<file path="src/rtl/instr_fetch_unit.sv">
// Generic synchronous FIFO, used here as the fetch stage prefetch buffer.
// Latency: a pushed entry is visible at the read port on the following cycle.
// Backpressure: wr_rdy drops when full; flush empties it and overrides push and pop.
module fifo #(
   parameter int WIDTH = 8,
   parameter int DEPTH = 2,
   parameter int CW    = $clog2(DEPTH + 1)
) (
   input  logic             clk,
   input  logic             rst,
   input  logic             flush,
   input  logic             wr_vld,
   output logic             wr_rdy,
   input  logic [WIDTH-1:0] wr_dat,
   output logic             rd_vld,
   input  logic             rd_rdy,
   output logic [WIDTH-1:0] rd_dat,
   output logic [CW-1:0]    count
);
   localparam int AW = (DEPTH > 1) ? $clog2(DEPTH) : 1;
   localparam logic [CW-1:0] FULL_CNT = CW'(DEPTH);
   localparam logic [AW-1:0] LAST_IDX = AW'(DEPTH - 1);

   logic [WIDTH-1:0] mem [DEPTH];
   logic [AW-1:0]    wr_ptr;
   logic [AW-1:0]    rd_ptr;
   logic             do_wr;
   logic             do_rd;

   assign wr_rdy = (count != FULL_CNT);
   assign rd_vld = (count != '0);
   assign rd_dat = mem[rd_ptr];
   assign do_wr  = wr_vld & wr_rdy;
   assign do_rd  = rd_vld & rd_rdy;

   always_ff @(posedge clk or negedge rst) begin
      if (!rst) begin
         wr_ptr <= '0;
         rd_ptr <= '0;
         count  <= '0;
         for (int i = 0; i < DEPTH; i++) begin
            mem[i] <= '0;
         end
      end else if (flush) begin
         wr_ptr <= '0;
         rd_ptr <= '0;
         count  <= '0;
      end else begin
         if (do_wr) begin
            mem[wr_ptr] <= wr_dat;
            wr_ptr      <= (wr_ptr == LAST_IDX) ? '0 : wr_ptr + AW'(1);
         end
         if (do_rd) begin
            rd_ptr <= (rd_ptr == LAST_IDX) ? '0 : rd_ptr + AW'(1);
         end
         count <= count + CW'(do_wr) - CW'(do_rd);
      end
   end
endmodule

// Fetch stage: PC, instruction memory requests, prefetch buffer, handoff to decode.
// Latency: request in cycle N gives if_valid in N+2; one instruction per cycle sustained.
// Backpressure: requests issue only with a free FIFO slot reserved (count + inflight - pop).
module instr_fetch_unit #(
   parameter int              XLEN       = 32,
   parameter logic [XLEN-1:0] RESET_PC   = '0,
   parameter int              FIFO_DEPTH = 2,
   parameter int              IMEM_AW    = 10
) (
   input  logic               clk,
   input  logic               rst,
   input  logic               run,
   input  logic               redirect_valid,
   input  logic [XLEN-1:0]    redirect_pc,
   output logic               imem_req,
   output logic [IMEM_AW-1:0] imem_addr,
   input  logic [31:0]        imem_rdata,
   output logic               if_valid,
   input  logic               if_ready,
   output logic [XLEN-1:0]    if_pc,
   output logic [31:0]        if_instr,
   output logic [XLEN-1:0]    prog_cnt
);
   typedef struct packed {
      logic [XLEN-1:0] pc;
      logic [31:0]     instr;
   } fetch_ent_t;

   localparam int CW = $clog2(FIFO_DEPTH + 1);
   localparam logic [CW:0] DEPTH_L = (CW + 1)'(FIFO_DEPTH);

   logic [XLEN-1:0] fetch_pc;
   logic [XLEN-1:0] req_pc;
   logic            inflight;
   logic            kill;
   logic            pop;
   logic            credit;
   logic            push;
   logic            fifo_wr_rdy;
   logic [CW-1:0]   count;
   logic [CW:0]     occupancy;
   fetch_ent_t      push_dat;
   fetch_ent_t      head_dat;
   logic            unused_bits;

   assign pop       = if_valid & if_ready;
   // The in-flight word already owns a slot, so it counts against the FIFO.
   assign occupancy = {1'b0, count} + (CW + 1)'(inflight) - (CW + 1)'(pop);
   assign credit    = occupancy < DEPTH_L;
   assign imem_req  = rst & run & ~redirect_valid & credit;
   assign imem_addr = fetch_pc[IMEM_AW+1:2];
   assign prog_cnt  = fetch_pc;

   assign push           = inflight & ~kill;
   assign push_dat.pc    = req_pc;
   assign push_dat.instr = imem_rdata;
   assign if_pc          = head_dat.pc;
   assign if_instr       = head_dat.instr;
   assign unused_bits    = ^{redirect_pc[1:0], fifo_wr_rdy};

   fifo #(
      .WIDTH ($bits(fetch_ent_t)),
      .DEPTH (FIFO_DEPTH),
      .CW    (CW)
   ) u_prefetch (
      .clk    (clk),
      .rst    (rst),
      .flush  (redirect_valid),
      .wr_vld (push),
      .wr_rdy (fifo_wr_rdy),
      .wr_dat (push_dat),
      .rd_vld (if_valid),
      .rd_rdy (if_ready),
      .rd_dat (head_dat),
      .count  (count)
   );

   always_ff @(posedge clk or negedge rst) begin
      if (!rst) begin
         fetch_pc <= RESET_PC;
         req_pc   <= '0;
         inflight <= 1'b0;
         kill     <= 1'b0;
      end else begin
         inflight <= imem_req;
         // Guards the buffer against a word from the old path landing after the flush.
         kill     <= redirect_valid & inflight;
         if (redirect_valid) begin
            fetch_pc <= {redirect_pc[XLEN-1:2], 2'b00};
         end else if (imem_req) begin
            fetch_pc <= fetch_pc + XLEN'(4);
         end
         if (imem_req) begin
            req_pc <= fetch_pc;
         end
      end
   end

   no_overrun: assert property (@(posedge clk) disable iff (!rst) push |-> fifo_wr_rdy);

   head_stable: assert property (@(posedge clk) disable iff (!rst)
      (if_valid && !if_ready && !redirect_valid) |=> (if_valid && $stable(head_dat)));
endmodule

</file>
<file path="config.mk">
export PLATFORM = sky130hd
export DESIGN_NAME = instr_fetch_unit
export DESIGN_NICKNAME = d
export VERILOG_FILES = /design/src/rtl/instr_fetch_unit.sv
export SDC_FILE = /design/constraint.sdc
export NUM_CORES = 1
export LEC_CHECK = 0
export ABC_CLOCK_PERIOD_IN_PS = 9900
export CAP_MARGIN = 20
export CORE_MARGIN = 5
export CORE_UTILIZATION = 45
export CTS_BUF_LIST = sky130_fd_sc_hd__clkbuf_2 sky130_fd_sc_hd__clkbuf_4 sky130_fd_sc_hd__clkbuf_8
export DETAILED_ROUTE_END_ITERATION = 12
export PLACE_DENSITY_LB_ADDON = 0.2
export REMOVE_ABC_BUFFERS = 1
export SYNTH_ARGS = -nofsm -noshare
export SYNTH_HDL_FRONTEND = slang
export SYNTH_HIERARCHICAL = 1
export SYNTH_SLANG_ARGS = --single-unit
</file>
<file path="constraint.sdc">
create_clock -name clk -period 9.9 [get_ports clk]
set_input_delay 1.485 -clock clk [delete_from_list [all_inputs] [get_ports clk]]
set_output_delay 1.485 -clock clk [all_outputs]
set_load 0.005 [all_outputs]
</file>
==> reports/qor.yml <==
status: "finished, final reports clean"
cts_buffer_depth: 2
grt_max_degree: 74
pre_cts_ws_ps: 3400
grt-ovfl-total: 0
hold_viol: 0
synth_warnings: 6
crit_fanout: 63
holdCritStartpoint: "u_prefetch/mem[80]"
yosysSeqAreaShare_pct: 53.1
fin_nets: 964
cts_made_buffers: 17
r2r_start: "u_prefetch/count[1]"
max_freq_mhz: 154
num_io_pins: 177
p_int_w: 0.00197
areaGrowthSynthToFinish_pct: 24.6
post_synth_num_cell_types: 56
clk_pin_slew_ps: 100
dp_cells: 1141
cts_root_buf: "clkbuf_8"
drt_pass1_iterations: 5
combPwrFrac_pct: 37.6
remaining_drc_errors: 0
syn_area_per_cell_um2: 12.4
post-route-min-period_ps: 6480
p_sw_w: 0.000894
dieArea_um2: 23300
crit_required_ps: 8420
worst_path_most_repeated_cell: "clkdlybuf4s50_1"
die_h_um: 152
synthArstFlopShare_pct: 100
core_area_um2: 20100
holdBufCountCts: 0
worst_slew_pin_slew_ps: 984
crit_arrival_ps: 4990
die_w_um: 152
path_cells: "clkdlybuf4s50_1 -> and2_1 -> ha_1 -> nand2b_1 -> fa_1 -> xnor2_1 -> nand2_2 -> buf_4 -> inv_2 -> clkdlybuf4s50_1"
synthFlopType: "dfrtp_1"
drv_slew: 0
finalCritPeriodShare_pct: 65.4
cp-startpoint: "if_ready"
hold_path_class: "flip-flop to flip-flop"
drtIter0Drc: 310
grt_pass1_vias: 6422
crit_type: "input port to output pin"
slowest_delay_ps: 630
synth_area_um2: 9140
synth_cells: 735
powerDensity_nw_per_um2: 252
final_cells: 1173
ant_nets: 0
cts_tree: "done"
h-tree-depth: 4
drive_gt1_share_pct: 27.4
worst_setup_path_end_kind: "output pin"
ir_worst_vdd_uv: 163
p_sw_share_pct: 31.2
slowest_stage: "clkdlybuf4s50_1"
antenna_found_initial: 0
setup_slack_ps: 3420
top_layer_used: "met4"
cts_setup_buffers: 0
cts_resized: 0
routedWlPerCell_um: 18.1
start_util_pct: 45.4
dr_wl_met2_um: 9800
finClkSkew_ps: 14.5
routabilityCongestion: 0.793
wl_met3_um: 1100
cts_sinks: 194
core.rowCount: 52
io_buffers: 172
insertion_delay_ps: 460
slew_headroom_pct: 34.4
drt-total-wl_um: 21300
synth_edf_count: 0
met1_length_um: 10000
antenna_cells: 0
grt_use_total_pct: 18.5
cap_viol_max_count: 0
setup_viol: 0
ys_seq_elements: 194
p_leak_nw: 5.09
hpwlAfterDp_um: 14000
p_clk_share_pct: 17.8
grt_pass1_wl_um: 35100
seqPwrFrac_pct: 44.6
post_drt_via_cell_ratio: 5.27
num_vias: 6177
tns_ps: 0
start_kind: "input port"
rsz0062_at_grt: "false"
==> worst max-delay path, delay by kind of cell <==
family	cells	cell delay, ps
xor gates and xnor gates	1	430
adders and majority gates	2	670
buffers and inverters	4	2000
and+or+nand+nor	3	390
==> cells in the mapped netlist, drive strengths merged (10+ instances only) <==
cell	count	area [um^2]
inv	15	56.3
dfrtp	194	4850
mux2	194	2300
nand3	18	100
nand4	12	81.3
a22oi	10	75.1
buf	31	228
clkbuf	19	71.3
nand2	99	372
o21ai	23	115
nor3	14	70.1
nor4	13	103
==> power groups by stage <==
stage / combinational, W / clock [W] / sequential [W]
CTS: 0.00110 / 0.000531 / 0.00128
floorplan: 0.000595 / 0 / 0.00122
global route: 0.00117 / 0.000566 / 0.00132
finish: 0.00108 / 0.000511 / 0.00128
global placement: 0.00107 / 0 / 0.00129
detailed placement: 0.00109 / 0 / 0.00130
==> final cells by class <==
type | count | area (um^2)
clock inverters | 14 | 144
inverters | 15 | 56.3
clock buffers | 18 | 248
flip-flops and latches | 194 | 4860
multi-input cells | 481 | 3950
well taps | 270 | 338
repair buffers | 181 | 1790
fillers | 1708 | 8720
==> metrics by stage <==
stage          hold slack (ps)  total power, W  util [%]  instance area (um^2)
6_report                   498         0.00287      56.6                 11400
4_1_cts                    501         0.00291      56.6                 11400
3_3_place_gp               464         0.00236      54.7                 11000
3_5_place_dp               476         0.00239      54.7                 11000
5_1_grt                    526         0.00306      56.6                 11400
2_1_floorplan              454         0.00182         -                  8850
==> layout by cell type, fill, tap and decap left out, types with 14 or more instances in the layout <==
master	netlist	layout
dfrtp_1	194	193
clkdlybuf4s50_1	0	171
mux2_2	159	159
nand2_1	99	98
mux2_4	30	30
clkbuf_8	0	19
nand3_1	16	16
o21ai_0	16	16
inv_1	14	14
nor3_1	14	14
==> flip-flops by register name, indices dropped and copies added, names as in the netlist <==
name and count:
inflight 1, kill 1, prog_cnt 30, req_pc 30, u_prefetch/count 2, u_prefetch/mem 128
u_prefetch/rd_ptr 1, u_prefetch/wr_ptr 1
==> cells by family after synthesis <==
kind of cell	count (synthesis)	share of synthesized area (%)
xor+xnor	5	0.479
flops	194	53.1
simple gates	195	10.8
buf+inv	65	3.89
fa+ha+maj	5	0.767
mux	194	25.1
compound gates	76	5.70
other cells	1	0.0411
==> path summary, 6_finish.rpt <==
check                                      to  slack [ps]  cells past startpoint
setup reg to reg                  prog_cnt[9]        5950                     11
min in group asynchronous  u_prefetch/mem[39]         980                      1
max in group asynchronous        prog_cnt[12]        6740                      3
hold reg to reg            u_prefetch/mem[80]         500                      1
setup / recovery                     imem_req        3420                     10
hold / removal             u_prefetch/mem[80]         500                      1
==> metal layers <==
metal | global-route usage (%) | vias to the layer above
met5 | 0 | -
li1 | - | 2932
met3 | 3.98 | 26
met1 | 26.6 | 3034
met2 | 28.7 | 185
met4 | 5.18 | 0
Power figures use the tool's default switching activity.
